$ cat src/rtl/mult_div_if.sv
// Operand/control/result bundle between the execute stage and the mult_div core.
// Latency: none (wires only).
// Backpressure: none; ctrl_MULT/ctrl_DIV are fire-and-forget start pulses.
//
// Signals:
//   data_operandA  [31:0]  multiplicand / dividend (signed)
//   data_operandB  [31:0]  multiplier / divisor (signed)
//   ctrl_MULT              start-multiply pulse
//   ctrl_DIV               start-divide pulse
//   data_result    [31:0]  low product word or quotient
//   data_exception         multiply overflow or divide-by-zero
//   data_resultRDY         one-cycle result-valid pulse
// Modports: master drives operands/controls, slave (the core) drives results.
interface mult_div_if;
   logic [31:0] data_operandA;
   logic [31:0] data_operandB;
   logic        ctrl_MULT;
   logic        ctrl_DIV;
   logic [31:0] data_result;
   logic        data_exception;
   logic        data_resultRDY;

   modport master (
      output data_operandA, data_operandB, ctrl_MULT, ctrl_DIV,
      input  data_result, data_exception, data_resultRDY
   );

   modport slave (
      input  data_operandA, data_operandB, ctrl_MULT, ctrl_DIV,
      output data_result, data_exception, data_resultRDY
   );
endinterface

$ cat src/rtl/mult_div.sv
// Iterative 32-bit signed multiplier (radix-2 Booth) / divider (restoring) on one shared datapath.
// Latency: start edge N -> data_resultRDY high in the cycle after edge N+33 (divide-by-zero: N+1 with MULTDIV_EARLY_DIV0_EN).
// Backpressure: none; a new start in any state aborts the running operation and restarts.
//
// Ports:
//   clock   rising-edge clock for all state
//   reset   synchronous, active-high
//   bus     mult_div_if.slave: operands, start pulses, result/exception/ready
// Build option: define MULTDIV_EARLY_DIV0_EN to finish a divide by zero one cycle after its start.
module mult_div (
   input  logic      clock,
   input  logic      reset,
   mult_div_if.slave bus
);

   typedef enum logic [1:0] {IDLE, MULT, DIV, DONE} state_t;

   state_t      state;
   logic [63:0] acc;        // MULT: {partial hi, multiplier lo}; DIV: {remainder, dividend/quotient}
   logic [31:0] opnd;       // MULT: multiplicand; DIV: divisor magnitude
   logic [5:0]  count;
   logic        booth_q1;   // Booth's implicit bit to the right of the multiplier
   logic        op_div;
   logic        q_neg;
   logic        div_zero;

   logic        start;
   logic [31:0] mag_a;
   logic [31:0] mag_b;
   logic [32:0] booth_sum;
   logic [63:0] div_shift;
   logic [32:0] div_trial;
   logic [31:0] quot_signed;
   logic        mult_ovf;

   always_comb begin
      start = bus.ctrl_MULT | bus.ctrl_DIV;

      // Negating 0x80000000 yields 0x80000000, which is exactly 2^31 read as unsigned.
      mag_a = bus.data_operandA[31] ? (~bus.data_operandA + 32'd1) : bus.data_operandA;
      mag_b = bus.data_operandB[31] ? (~bus.data_operandB + 32'd1) : bus.data_operandB;

      // One guard bit keeps the add/sub exact when the multiplicand is -2^31.
      booth_sum = {acc[63], acc[63:32]};
      case ({acc[0], booth_q1})
         2'b01:   booth_sum = {acc[63], acc[63:32]} + {opnd[31], opnd};
         2'b10:   booth_sum = {acc[63], acc[63:32]} - {opnd[31], opnd};
         default: booth_sum = {acc[63], acc[63:32]};
      endcase

      // Remainder stays below the divisor (<= 2^31), so the shifted value fits in 32 bits.
      div_shift = {acc[62:0], 1'b0};
      div_trial = {1'b0, div_shift[63:32]} - {1'b0, opnd};

      quot_signed = q_neg ? (~acc[31:0] + 32'd1) : acc[31:0];
      mult_ovf    = ~((&acc[63:31]) | ~(|acc[63:31]));
   end

   always_ff @(posedge clock) begin
      if (reset) begin
         state              <= IDLE;
         acc                <= 64'd0;
         opnd               <= 32'd0;
         count              <= 6'd0;
         booth_q1           <= 1'b0;
         op_div             <= 1'b0;
         q_neg              <= 1'b0;
         div_zero           <= 1'b0;
         bus.data_result    <= 32'd0;
         bus.data_exception <= 1'b0;
         bus.data_resultRDY <= 1'b0;
      end else begin
         bus.data_resultRDY <= 1'b0;
         if (start) begin
            count    <= 6'd0;
            booth_q1 <= 1'b0;
            if (bus.ctrl_MULT) begin
               state  <= MULT;
               op_div <= 1'b0;
               acc    <= {32'd0, bus.data_operandA};
               opnd   <= bus.data_operandB;
            end else begin
               state    <= DIV;
               op_div   <= 1'b1;
               acc      <= {32'd0, mag_a};
               opnd     <= mag_b;
               q_neg    <= bus.data_operandA[31] ^ bus.data_operandB[31];
               div_zero <= (bus.data_operandB == 32'd0);
`ifdef MULTDIV_EARLY_DIV0_EN
               if (bus.data_operandB == 32'd0) begin
                  state <= DONE;
               end
`endif
            end
         end else begin
            case (state)
               IDLE: begin
               end
               MULT: begin
                  // Arithmetic right shift of {sum, multiplier} by one.
                  acc      <= {booth_sum[32:1], booth_sum[0], acc[31:1]};
                  booth_q1 <= acc[0];
                  count    <= count + 6'd1;
                  if (count == 6'd31) begin
                     state <= DONE;
                  end
               end
               DIV: begin
                  if (!div_trial[32]) begin
                     acc <= {div_trial[31:0], div_shift[31:0] | 32'd1};
                  end else begin
                     acc <= div_shift;
                  end
                  count <= count + 6'd1;
                  if (count == 6'd31) begin
                     state <= DONE;
                  end
               end
               DONE: begin
                  state              <= IDLE;
                  bus.data_resultRDY <= 1'b1;
                  if (op_div) begin
                     bus.data_result    <= div_zero ? 32'd0 : quot_signed;
                     bus.data_exception <= div_zero;
                  end else begin
                     bus.data_result    <= acc[31:0];
                     bus.data_exception <= mult_ovf;
                  end
               end
               default: state <= IDLE;
            endcase
         end
      end
   end

endmodule

$ cat src/flat_wrapper.sv
// flat-port wrapper written by rule: the top's interface ports become plain ports
module mult_div_flat 
  (clock, reset, bus_data_operandA, bus_data_operandB, bus_ctrl_MULT, bus_ctrl_DIV, bus_data_result, bus_data_exception, bus_data_resultRDY);
  mult_div_if bus_i ();
  input  logic clock;
  input  logic reset;
  input wire logic [$bits(bus_i.data_operandA)-1:0] bus_data_operandA;
  input wire logic [$bits(bus_i.data_operandB)-1:0] bus_data_operandB;
  input wire logic [$bits(bus_i.ctrl_MULT)-1:0] bus_ctrl_MULT;
  input wire logic [$bits(bus_i.ctrl_DIV)-1:0] bus_ctrl_DIV;
  output wire logic [$bits(bus_i.data_result)-1:0] bus_data_result;
  output wire logic [$bits(bus_i.data_exception)-1:0] bus_data_exception;
  output wire logic [$bits(bus_i.data_resultRDY)-1:0] bus_data_resultRDY;
  assign bus_i.data_operandA = bus_data_operandA;
  assign bus_i.data_operandB = bus_data_operandB;
  assign bus_i.ctrl_MULT = bus_ctrl_MULT;
  assign bus_i.ctrl_DIV = bus_ctrl_DIV;
  assign bus_data_result = bus_i.data_result;
  assign bus_data_exception = bus_i.data_exception;
  assign bus_data_resultRDY = bus_i.data_resultRDY;
  mult_div u_core (.clock(clock), .reset(reset), .bus(bus_i));
endmodule
$ cat config.mk
export PLATFORM = sky130hd
export DESIGN_NAME = mult_div_flat
export DESIGN_NICKNAME = d
export VERILOG_FILES = /design/src/rtl/mult_div_if.sv /design/src/rtl/mult_div.sv /design/src/flat_wrapper.sv
export SDC_FILE = /design/constraint.sdc
export NUM_CORES = 1
export LEC_CHECK = 0
export CAP_MARGIN = 10
export CELL_PAD_IN_SITES_DETAIL_PLACEMENT = 2
export CELL_PAD_IN_SITES_GLOBAL_PLACEMENT = 2
export CORE_ASPECT_RATIO = 0.8
export CORE_UTILIZATION = 38
export DETAILED_ROUTE_END_ITERATION = 10
export PLACE_DENSITY = 0.95
export SLEW_MARGIN = 40
export SYNTH_ARGS = -nofsm -noshare
export SYNTH_HDL_FRONTEND = slang
export SYNTH_SLANG_ARGS = --single-unit
$ cat constraint.sdc
create_clock -name clock -period 10.1 [get_ports clock]
set_input_delay 2.02 -clock clock [delete_from_list [all_inputs] [get_ports clock]]
set_output_delay 2.02 -clock clock [all_outputs]
set_load 0.005 [all_outputs]
==> metrics.csv, run 1 <==
metric,value,unit
pwr-share-comb,35.1,%
antenna_found_initial,7,
cts_max_path_buffers,2,
holdCritPathClass,flop to flop,
ys_ff_latch,142,
setup_slack,4.59,ns
cp.required,10.48,ns
root_buffer,clkbuf_16,
p_switching,0.894,mW
hold_viol,0,
worst_slew_pin_slew,0.935,ns
grt.overflow.total,0,
synthToLayoutAreaGrowth,15.0,%
rr_worst_depth,18,
fmax,181,MHz
hpwl,46100,um
min_period_over_period,54.6,%
worstPathArrival,5.89,ns
worstSetupStartpointType,flop,
ant_nets,0,
power.density,141,nW/um^2
tns,0,ns
failed_checks,design-rule violations,
dp_slack,4.79,ns
syn_nets,1831,
synth-seq-area-share,22.4,%
netlist_instances,1686,
avgViaCountPerCell,7.15,
drt_first_pass_iters,8,
wl_per_cell,33.6,um
min_period,5.51,ns
ys_types,84,
io_buffers,101,
cts.clk_slew.worst_paths,0.07,ns
grt_max_degree,99,
cts_hold_buf,0,
cellLeakagePower,5.45,nW
yosys_most_used_dff,dfxtp_1,
cts_tree,done,
rows,59,
drcViolationCount,28,
seqPwrFrac,32.4,%
gp_congestion,0.928,
synth_async_sr_flop_share,0,%
cts_resized,0,
finalSetupViolCount,0,
slew_violations,0,
drive_gt1_share,5.39,%
cts.sinks,142,
final_nets,1856,
track_usage,41.1,%
utilization,44.6,%
slew-limit-headroom,37.2,%
grt_pass1_wl,104000,um
routed_wl,72500,um
cts_max_level,4,
cp_max_fo,8,
drtIter0Drc,2021,
power_frac_clock,32.6,%
dr_total_vias,15430,
crit_type,flop to flop,
fp.dieH,165,um
p_int,1.16,mW
ys_warn_count,0,
first_global_vias,16130,
die_x,206,um
core,32700,um^2
initial_core_util,38.8,%
synth_area,12700,um^2
hold_depth,2,
status,"complete, but fails checks",
power,2.05,mW
dieArea,34100,um^2
cp-end-kind,flop,
syn_avg_cell_area,7.52,um^2
numCtsBuffers,17,
clk-insertion-delay-late,0.50,ns
rsz0062_at_grt,no,
cap_violations,0,
vdd_drop_max,0.102,mV
synth-edff-count,0,
cts_setup_buffers,0,
switching_share,43.6,%
clock_skew,0.0268,ns
ios,102,
==> path summary, 6_finish.rpt <==
kind / from / end / slack (ns)
worst min register to register: u_core.bus.data_result[24]$_SDFFE_PP0P_ / u_core.bus.data_result[24]$_SDFFE_PP0P_ / 0.53
worst max-delay path: u_core.opnd[5]$_SDFFE_PP0N_ / u_core.acc[63]$_SDFFE_PP0P_ / 4.59
worst min-delay path: u_core.bus.data_result[24]$_SDFFE_PP0P_ / u_core.bus.data_result[24]$_SDFFE_PP0P_ / 0.53
worst max register to register: u_core.opnd[5]$_SDFFE_PP0N_ / u_core.acc[63]$_SDFFE_PP0P_ / 4.59
==> kinds of logic after synthesis <==
group                      synth area share (%)
adders and majority gates                  7.72
DFF                                        22.4
xor gates and xnor gates                   11.5
AOI/OAI and AO/OA                          29.0
buffers and inverters                      5.36
muxes                                      4.13
and+or+nand+nor                            19.9
==> cells in the mapped netlist, drive strengths merged (31+ instances only) <==
| cell | number | area (um^2) |
|---|---|---|
| mux2i | 41 | 410 |
| nor3 | 40 | 215 |
| nand3 | 31 | 155 |
| xor2 | 75 | 657 |
| a21o | 32 | 241 |
| nor2 | 190 | 716 |
| o21ai | 91 | 463 |
| dfxtp | 142 | 2840 |
| a22oi | 34 | 260 |
| ha | 75 | 938 |
| a21oi | 129 | 664 |
| nand2 | 124 | 465 |
| a211oi | 93 | 698 |
| xnor2 | 91 | 797 |
| inv | 65 | 244 |
| clkbuf | 91 | 342 |
==> per-layer routing <==
metal	vias up	global-route usage, %	share of wire [%]	routed length, um
li1	6249	-	-	-
met1	7670	48.0	38	27500
met2	1096	65.8	45	32500
met3	413	12.5	10	7400
met4	2	25.5	7.0	5100
met5	-	0	0.017	12
==> area by class of cell <==
class	instances	area, um^2
fillers	3663	18100
multi-input cells	1369	9240
flip-flops and latches	142	2840
repair buffers	116	1150
well taps	427	534
clock buffers	18	429
inverters	65	244
clock inverters	14	126
diodes	6	15.0
==> power by group through the flow <==
stage	clock [mW]	sequential, mW	combinational (mW)
after detailed placement	0	0.662	0.637
after global routing	0.685	0.659	0.741
after CTS	0.659	0.653	0.678
final	0.668	0.663	0.718
after global placement	0	0.655	0.575
after floorplan	0	0.628	0.430
==> layout by cell type (no fill, tap or decap), types with 33 or more instances in the layout <==
master / instances
a211oi_1: 91
a21oi_1: 125
a22oi_1: 33
clkdlybuf4s50_1: 100
dfxtp_1: 142
ha_1: 73
inv_1: 63
mux2i_1: 41
nand2_1: 122
nor2_1: 188
nor3_1: 37
o21ai_0: 68
xnor2_1: 91
xor2_1: 75
==> per-stage QoR <==
step           hold slack, ns  std cells  cell area, um^2
2_1_floorplan           0.450       1686            12700
3_3_place_gp            0.479       2118            13900
3_5_place_dp            0.511       2119            14000
4_1_cts                 0.524       2151            14500
5_1_grt                 0.566       2156            14600
6_report                0.530       2157            14600
==> worst max-delay path, cell delays in order, from the launching register on <==
cell and delay [ns]:
dfxtp_1 0.44, or4_1 0.66, nor3_2 0.28, and3_1 0.43
nand2_1 0.21, nor3_1 0.25, nor2_1 0.08, xnor2_1 0.34
ha_1 0.42, a21o_1 0.23, a31o_1 0.20, a211oi_1 0.25
o31ai_1 0.14, a21o_1 0.20, a2111oi_0 0.41, a21oi_1 0.19
xnor2_1 0.18, o21a_1 0.19, a311oi_1 0.31
==> flip-flops by register name, indices dropped and copies added, names as in the netlist <==
| register | cells |
|---|---|
| u_core.opnd | 32 |
| u_core.q_neg | 1 |
| u_core.bus.data_resultRDY | 1 |
| u_core.bus.data_exception | 1 |
| u_core.div_zero | 1 |
| u_core.count | 6 |
| u_core.bus.data_result | 32 |
| u_core.op_div | 1 |
| u_core.booth_q1 | 1 |
| u_core.acc | 64 |
| u_core.state | 2 |
Note: power is estimated with default switching activity, not from simulation.
==> inputs of run 2 (changes only) <==
Settings changed: CORE_UTILIZATION 38 to 32, PLACE_DENSITY 0.95 to 0.9.
Clock period 10.1 ns to 4.6 ns, I/O delays scaled along.
==> run 2 against run 1 <==
Compared with the run above: the run ends with negative setup slack left; non-clock buffer count increased by 34; wire length is 8.6% lower; power increased by 130%; utilization shrank 5.3 points; die area increased by 19%; critical endpoint is now u_core.acc[57]$_SDFFE_PP0P_.
==> metrics.csv, run 2 (synthesis results as in run 1) <==
metric,value,unit,change
layout.cells.most_common,nor2_1,,unchanged
largest_reg_flops,64,,unchanged
cts_tree,done,,unchanged
root_buffer,clkbuf_16,,unchanged
regToRegSetupSlack,-0.04,ns,was 4.59 ns
holdWs,0.505,ns,was 0.530 ns
cts_hold_buf,0,,unchanged
status,"complete, but fails checks",,unchanged
hold_start,u_core.div_zero$_SDFFE_PP0P_,,was u_core.bus.data_result[24]$_SDFFE_PP0P_
layout.cells.non_filler,2290,,"was 2,157"
setup_slack,-0.0359,ns,was 4.59 ns
rr_worst_depth,18,,unchanged
cellLeakagePower,5.66,nW,was 5.45 nW
cts.clk_slew.worst_paths,0.07,ns,about the same
grt.overflow.total,0,,unchanged
slew_violations,0,,unchanged
initial_core_util,32.8,%,was 38.8%
worst_slew_pin_slew,0.875,ns,was 0.935 ns
rows,64,,was 59
cp.required,5.03,ns,was 10.48 ns
rsz0062_at_grt,yes,,was no
cap_violations,0,,unchanged
drt_first_pass_iters,5,,was 8
grt_pass1_wl,99100,um,"was 104,000 um"
fmax,216,MHz,was 181 MHz
min_period,4.64,ns,was 5.51 ns
wl_per_cell,28.9,um,was 33.6 um
min_period_over_period,101,%,was 54.6%
core,38600,um^2,"was 32,700 um^2"
ios,102,,unchanged
numCtsBuffers,17,,unchanged
hold_depth,2,,unchanged
drtIter0Drc,1205,,"was 2,021"
dr_total_vias,14764,,"was 15,430"
routed_wl,66300,um,"was 72,500 um"
cts.sinks,142,,unchanged
finalSetupViolCount,2,,was 0
holdCritPathClass,flop to flop,,unchanged
synthToLayoutAreaGrowth,19.6,%,was 15.0%
worstPathArrival,5.07,ns,was 5.89 ns
gp_congestion,0.932,,was 0.928
grt_max_degree,123,,was 99
failed_checks,negative setup slack,,was design-rule violations
final_nets,1890,,"was 1,856"
final_cell_mix,"nor2_1, dfxtp_1, a21oi_1, nand2_1, clkdlybuf4s50_1",,unchanged
vdd_drop_max,0.273,mV,was 0.102 mV
crit_type,flop to flop,,unchanged
power.density,305,nW/um^2,was 141 nW/um^2
dieArea,40400,um^2,"was 34,100 um^2"
antenna_found_initial,2,,was 7
largestRegisters,"u_core.acc x64, u_core.bus.data_result x32, u_core.opnd x32",,unchanged
cp-end-kind,flop,,unchanged
fp.dieH,180,um,was 165 um
clk-insertion-delay-late,0.49,ns,was 0.50 ns
fin_area,15200,um^2,"was 14,600 um^2"
drive_gt1_share,8.65,%,was 5.39%
clock_skew,0.0236,ns,was 0.0268 ns
post_dp_cell_area,14300,um^2,"was 14,000 um^2"
cp_max_fo,4,,was 8
worst_r2r_startpoint,u_core.opnd[0]$_SDFFE_PP0N_,,was u_core.opnd[5]$_SDFFE_PP0N_
die_x,225,um,was 206 um
hold_end,u_core.div_zero$_SDFFE_PP0P_,,was u_core.bus.data_result[24]$_SDFFE_PP0P_
track_usage,32.0,%,was 41.1%
worstSetupStartpointType,flop,,unchanged
slew-limit-headroom,41.6,%,was 37.2%
largest-register,u_core.acc,,unchanged
drcViolationCount,0,,was 28
cts_max_level,4,,unchanged
dp_cells,2246,,"was 2,119"
hold_viol,0,,unchanged
io_buffers,101,,unchanged
avgViaCountPerCell,6.45,,was 7.15
first_global_vias,15732,,"was 16,130"
ant_nets,0,,unchanged
r2r_end,u_core.acc[57]$_SDFFE_PP0P_,,was u_core.acc[63]$_SDFFE_PP0P_
cts_max_path_buffers,2,,unchanged
hpwl,43700,um,"was 46,100 um"
power,4.63,mW,was 2.05 mW
[run 2: critical path, stage by stage (launching register included)]
cell	delay, ns
dfxtp_1	0.39
inv_2	0.12
ha_2	0.22
or4b_4	0.52
nor2_2	0.17
and2_4	0.18
nor2_1	0.05
xnor2_1	0.26
ha_2	0.37
a21oi_4	0.16
or3b_1	0.43
a22oi_2	0.32
buf_4	0.19
o21ai_2	0.11
nor2_4	0.15
nor3_1	0.10
mux2_1	0.35
a221oi_2	0.30
a22o_1	0.18
[run 2: routing by layer]
metal	vias to the layer above	track usage [%]	share of wire [%]
met2	744	50.2	45
met1	7457	39.7	41
met3	236	8.94	8.8
li1	6327	-	-
met4	0	17.4	4.8
met5	-	0	0
[run 2: how the worst max path moves through the flow]
stage	from	endpoint	slack, ns	cells after the start
CTS	u_core.opnd[5]$_SDFFE_PP0N_	u_core.acc[63]$_SDFFE_PP0P_	0.008	18
floorplan	u_core.opnd[5]$_SDFFE_PP0N_	u_core.acc[63]$_SDFFE_PP0P_	0.33	20
finish	u_core.opnd[0]$_SDFFE_PP0N_	u_core.acc[57]$_SDFFE_PP0P_	-0.04	18
detailed placement	u_core.opnd[5]$_SDFFE_PP0N_	u_core.acc[63]$_SDFFE_PP0P_	-0.16	18
global placement	u_core.opnd[5]$_SDFFE_PP0N_	u_core.acc[63]$_SDFFE_PP0P_	0.18	18
global route	u_core.opnd[0]$_SDFFE_PP0N_	u_core.acc[57]$_SDFFE_PP0P_	-0.09	18
[run 2: layout make-up]
class	instances	area [um^2]
antenna	4	10.0
clock inverter	13	186
sequential	142	2840
inverter	65	244
fill	4405	23400
timing repair buffer	150	1400
multi-input combinational	1369	9370
tap	528	661
clock buffer	19	453
[run 2: repair_timing]
item / CTS / global route
endpoints found under the setup margin: 9 / 6
gates resized for setup: 18 / 23
pin swaps: 4 / 4
hold endpoints to repair: 0 / 0
setup buffers: 4 / 4
[run 2: stage by stage]
step | TNS [ns] | setup slack, ns | utilization (%)
6_report | -0.0707 | -0.0359 | 39.3
5_1_grt | -0.288 | -0.0933 | 39.3
4_1_cts | 0 | 0.00811 | 38.9
3_5_place_dp | -0.239 | -0.164 | 37.0
3_3_place_gp | 0 | 0.183 | 37.0
2_1_floorplan | 0 | 0.326 | -
[run 2: where the power goes]
group          switching [mW]  internal (mW)
combinational            1.00          0.566
sequential              0.153           1.29
clock                   0.682          0.939
==> inputs of run 3 (changes only) <==
Settings changed: GPL_TIMING_DRIVEN set to 0, PLACE_DENSITY 0.9 to not set, PLACE_DENSITY_LB_ADDON set to 0.1.
==> run 3 against run 2 <==
Compared with the run above: the run now ends clean; flip-flop and latch count did not move; final cell count increased by 2.2%; clock power down 9%; die area did not move; critical path depth rose by 2; non-clock buffer count rose by 55; largest power group is now combinational cells.
==> metrics.csv, run 3 (synthesis results as in run 1) <==
metric,value,unit,change
status,"complete, no violations",,"was complete, but fails checks"
power,4.41,mW,was 4.63 mW
cp_top_family,simple AND/OR/NAND/NOR gates,,unchanged
path_cells,"inv_1, ha_1, or4b_4, nor2_4, and2_4, nor2_1, xnor2_1, ha_2, o21ai_1, nand2b_1, and3_1, a22oi_2, buf_4, buf_4, o31a_1, or3_1, a21oi_1, xnor2_1, o21a_1, a311oi_1",,"was inv_2, ha_2, or4b_4, nor2_2, and2_4, nor2_1, xnor2_1, ha_2, a21oi_4, or3b_1, a22oi_2, buf_4, o21ai_2, nor2_4, nor3_1, mux2_1, a221oi_2, a22o_1"
synthToLayoutAreaGrowth,19.5,%,was 19.6%
holdCritPathClass,flop to flop,,unchanged
drtIter0Drc,991,,"was 1,205"
hold_end,u_core.div_zero$_SDFFE_PP0P_,,unchanged
fp.dieH,180,um,unchanged
nFillCells,4528,,"was 4,405"
initial_core_util,32.8,%,unchanged
finalSetupViolCount,0,,was 2
grt.met1_usage,47.0,%,was 39.7%
cts.clk_slew.worst_paths,0.07,ns,about the same
drive_gt1_share,6.07,%,was 8.65%
cts_hold_buf,0,,unchanged
tns,0,ns,was -0.0707 ns
layout.cells.most_common,nor2_1,,unchanged
vdd_drop_max,0.265,mV,was 0.273 mV
root_buffer,clkbuf_16,,unchanged
seq_area,2850,um^2,was 2840 um^2
grt_use_met3,4.35,%,was 8.94%
cp.required,4.95,ns,was 5.03 ns
largestRegisters,"u_core.acc x64, u_core.bus.data_result x32, u_core.opnd x32",,unchanged
dr_total_vias,14012,,"was 14,764"
antenna_found_initial,2,,unchanged
max_stage_delay,0.53,ns,was 0.52 ns
cts_max_path_buffers,2,,unchanged
worst_slew_pin_slew,0.942,ns,was 0.875 ns
path_buf_inv,3,,was 2
hpwl,48600,um,"was 43,700 um"
ios,102,,unchanged
grt_max_degree,17,,was 123
slowest_stage,or4b_4,,unchanged
routed_wl,60800,um,"was 66,300 um"
cp_max_fo,6,,was 4
min_period,4.55,ns,was 4.64 ns
ant_nets,0,,unchanged
min_period_over_period,98.9,%,was 101%
clk-insertion-delay-late,0.45,ns,was 0.49 ns
rows,64,,unchanged
rr_worst_depth,20,,was 18
largest-register,u_core.acc,,unchanged
largest_reg_flops,64,,unchanged
cts_max_level,4,,unchanged
fin_area,15100,um^2,"was 15,200 um^2"
grt_pass1_wl,92200,um,"was 99,100 um"
wl_per_cell,26.0,um,was 28.9 um
rsz0062_at_grt,yes,,unchanged
avgViaCountPerCell,5.99,,was 6.45
grtUsageMet2,42.9,%,was 50.2%
track_usage,30.0,%,was 32.0%
slew_violations,0,,unchanged
busiest_layer,met1,,was met2
grt.overflow.total,0,,unchanged
worst_r2r_startpoint,u_core.opnd[0]$_SDFFE_PP0N_,,unchanged
clock_skew,0.0112,ns,was 0.0236 ns
die_x,225,um,unchanged
n_antenna_cell,0,,was 4
worstSetupStartpointType,flop,,unchanged
cap_violations,0,,unchanged
post_dp_cell_area,14300,um^2,about the same
regToRegSetupSlack,0.05,ns,was -0.04 ns
cellLeakagePower,5.56,nW,was 5.66 nW
drt_first_pass_iters,5,,unchanged
multi_input_comb_area,9350,um^2,was 9370 um^2
drcViolationCount,0,,unchanged
power.density,291,nW/um^2,was 305 nW/um^2
hold_start,u_core.div_zero$_SDFFE_PP0P_,,unchanged
numCtsBuffers,17,,unchanged
cts_tree,done,,unchanged
gp_congestion,0.864,,was 0.932
hold_depth,2,,unchanged
io_buffers,100,,was 101
worstPathArrival,4.90,ns,was 5.07 ns
core,38600,um^2,unchanged
first_global_vias,14261,,"was 15,732"
cp-end-kind,flop,,unchanged
dieArea,40400,um^2,unchanged
hold_viol,0,,unchanged
cts.sinks,142,,unchanged
final_nets,1945,,"was 1,890"
final_cell_mix,"nor2_1, dfxtp_1, a21oi_1, nand2_1, clkdlybuf4s50_1",,unchanged
fmax,220,MHz,was 216 MHz
slew-limit-headroom,37.0,%,was 41.6%
r2r_end,u_core.acc[63]$_SDFFE_PP0P_,,was u_core.acc[57]$_SDFFE_PP0P_
crit_type,flop to flop,,unchanged
[run 3: cell count changes in the layout (fill, tap and decap cells not counted), sizes merged]
cell,delta
inv,+2
bufinv,-1
diode,-4
clkinv,-1
buf,-24
clkbuf,+78
[run 3: per-layer routing]
layer	vias to the layer above	routed length (um)
met5	-	0
met3	47	3150
met4	0	897
li1	6449	-
met1	7173	31900
met2	343	24900
[run 3: what timing repair did]
| action | in CTS | in global routing |
|---|---|---|
| resized for setup | 18 | 25 |
| pin swaps | 3 | 5 |
| buffers inserted | 2 | 4 |
| setup endpoints to repair | 15 | 15 |
[run 3: power breakdown]
group | switching (mW) | total, mW | internal (mW)
logic | 0.950 | 1.50 | 0.547
registers | 0.135 | 1.43 | 1.29
clock network | 0.614 | 1.48 | 0.868
total | 1.70 | 4.41 | 2.71
[run 3: worst max path at each step]
stage | startpoint | end | slack [ns] | cells past startpoint
detailed placement | u_core.opnd[5]$_SDFFE_PP0N_ | u_core.acc[63]$_SDFFE_PP0P_ | -0.67 | 20
CTS | u_core.opnd[5]$_SDFFE_PP0N_ | u_core.acc[63]$_SDFFE_PP0P_ | -0.04 | 16
floorplan | u_core.opnd[5]$_SDFFE_PP0N_ | u_core.acc[63]$_SDFFE_PP0P_ | 0.33 | 20
global route | u_core.opnd[0]$_SDFFE_PP0N_ | u_core.acc[63]$_SDFFE_PP0P_ | -0.13 | 20
finish | u_core.opnd[0]$_SDFFE_PP0N_ | u_core.acc[63]$_SDFFE_PP0P_ | 0.05 | 20
global placement | u_core.opnd[5]$_SDFFE_PP0N_ | u_core.acc[63]$_SDFFE_PP0P_ | -0.66 | 20
[run 3: area by class of cell]
cell class,instances,area share [%]
tap,528,4.36
clock buffer,18,2.90
sequential,142,18.8
buffer,98,2.61
timing repair buffer,107,6.95
clock inverter,13,1.07
inverter,65,1.61
multi-input combinational,1369,61.7
[run 3: metrics by stage]
step	setup WS (ns)	cells	hold WS [ns]	utilization [%]
after global routing	-0.133	2340	0.518	39.2
after floorplan	0.326	1686	0.450	-
final	0.0486	2340	0.485	39.2
after CTS	-0.0436	2341	0.487	38.9
after global placement	-0.664	2314	0.461	37.1
after detailed placement	-0.673	2314	0.479	37.2
[run 3: worst reg2reg max path, stage by stage, from the launching register on]
cell	delay, ns
dfxtp_1	0.36
inv_1	0.16
ha_1	0.21
or4b_4	0.53
nor2_4	0.15
and2_4	0.18
nor2_1	0.05
xnor2_1	0.16
ha_2	0.43
o21ai_1	0.09
nand2b_1	0.12
and3_1	0.19
a22oi_2	0.06
buf_4	0.17
buf_4	0.16
o31a_1	0.37
or3_1	0.40
a21oi_1	0.19
xnor2_1	0.10
o21a_1	0.17
a311oi_1	0.22
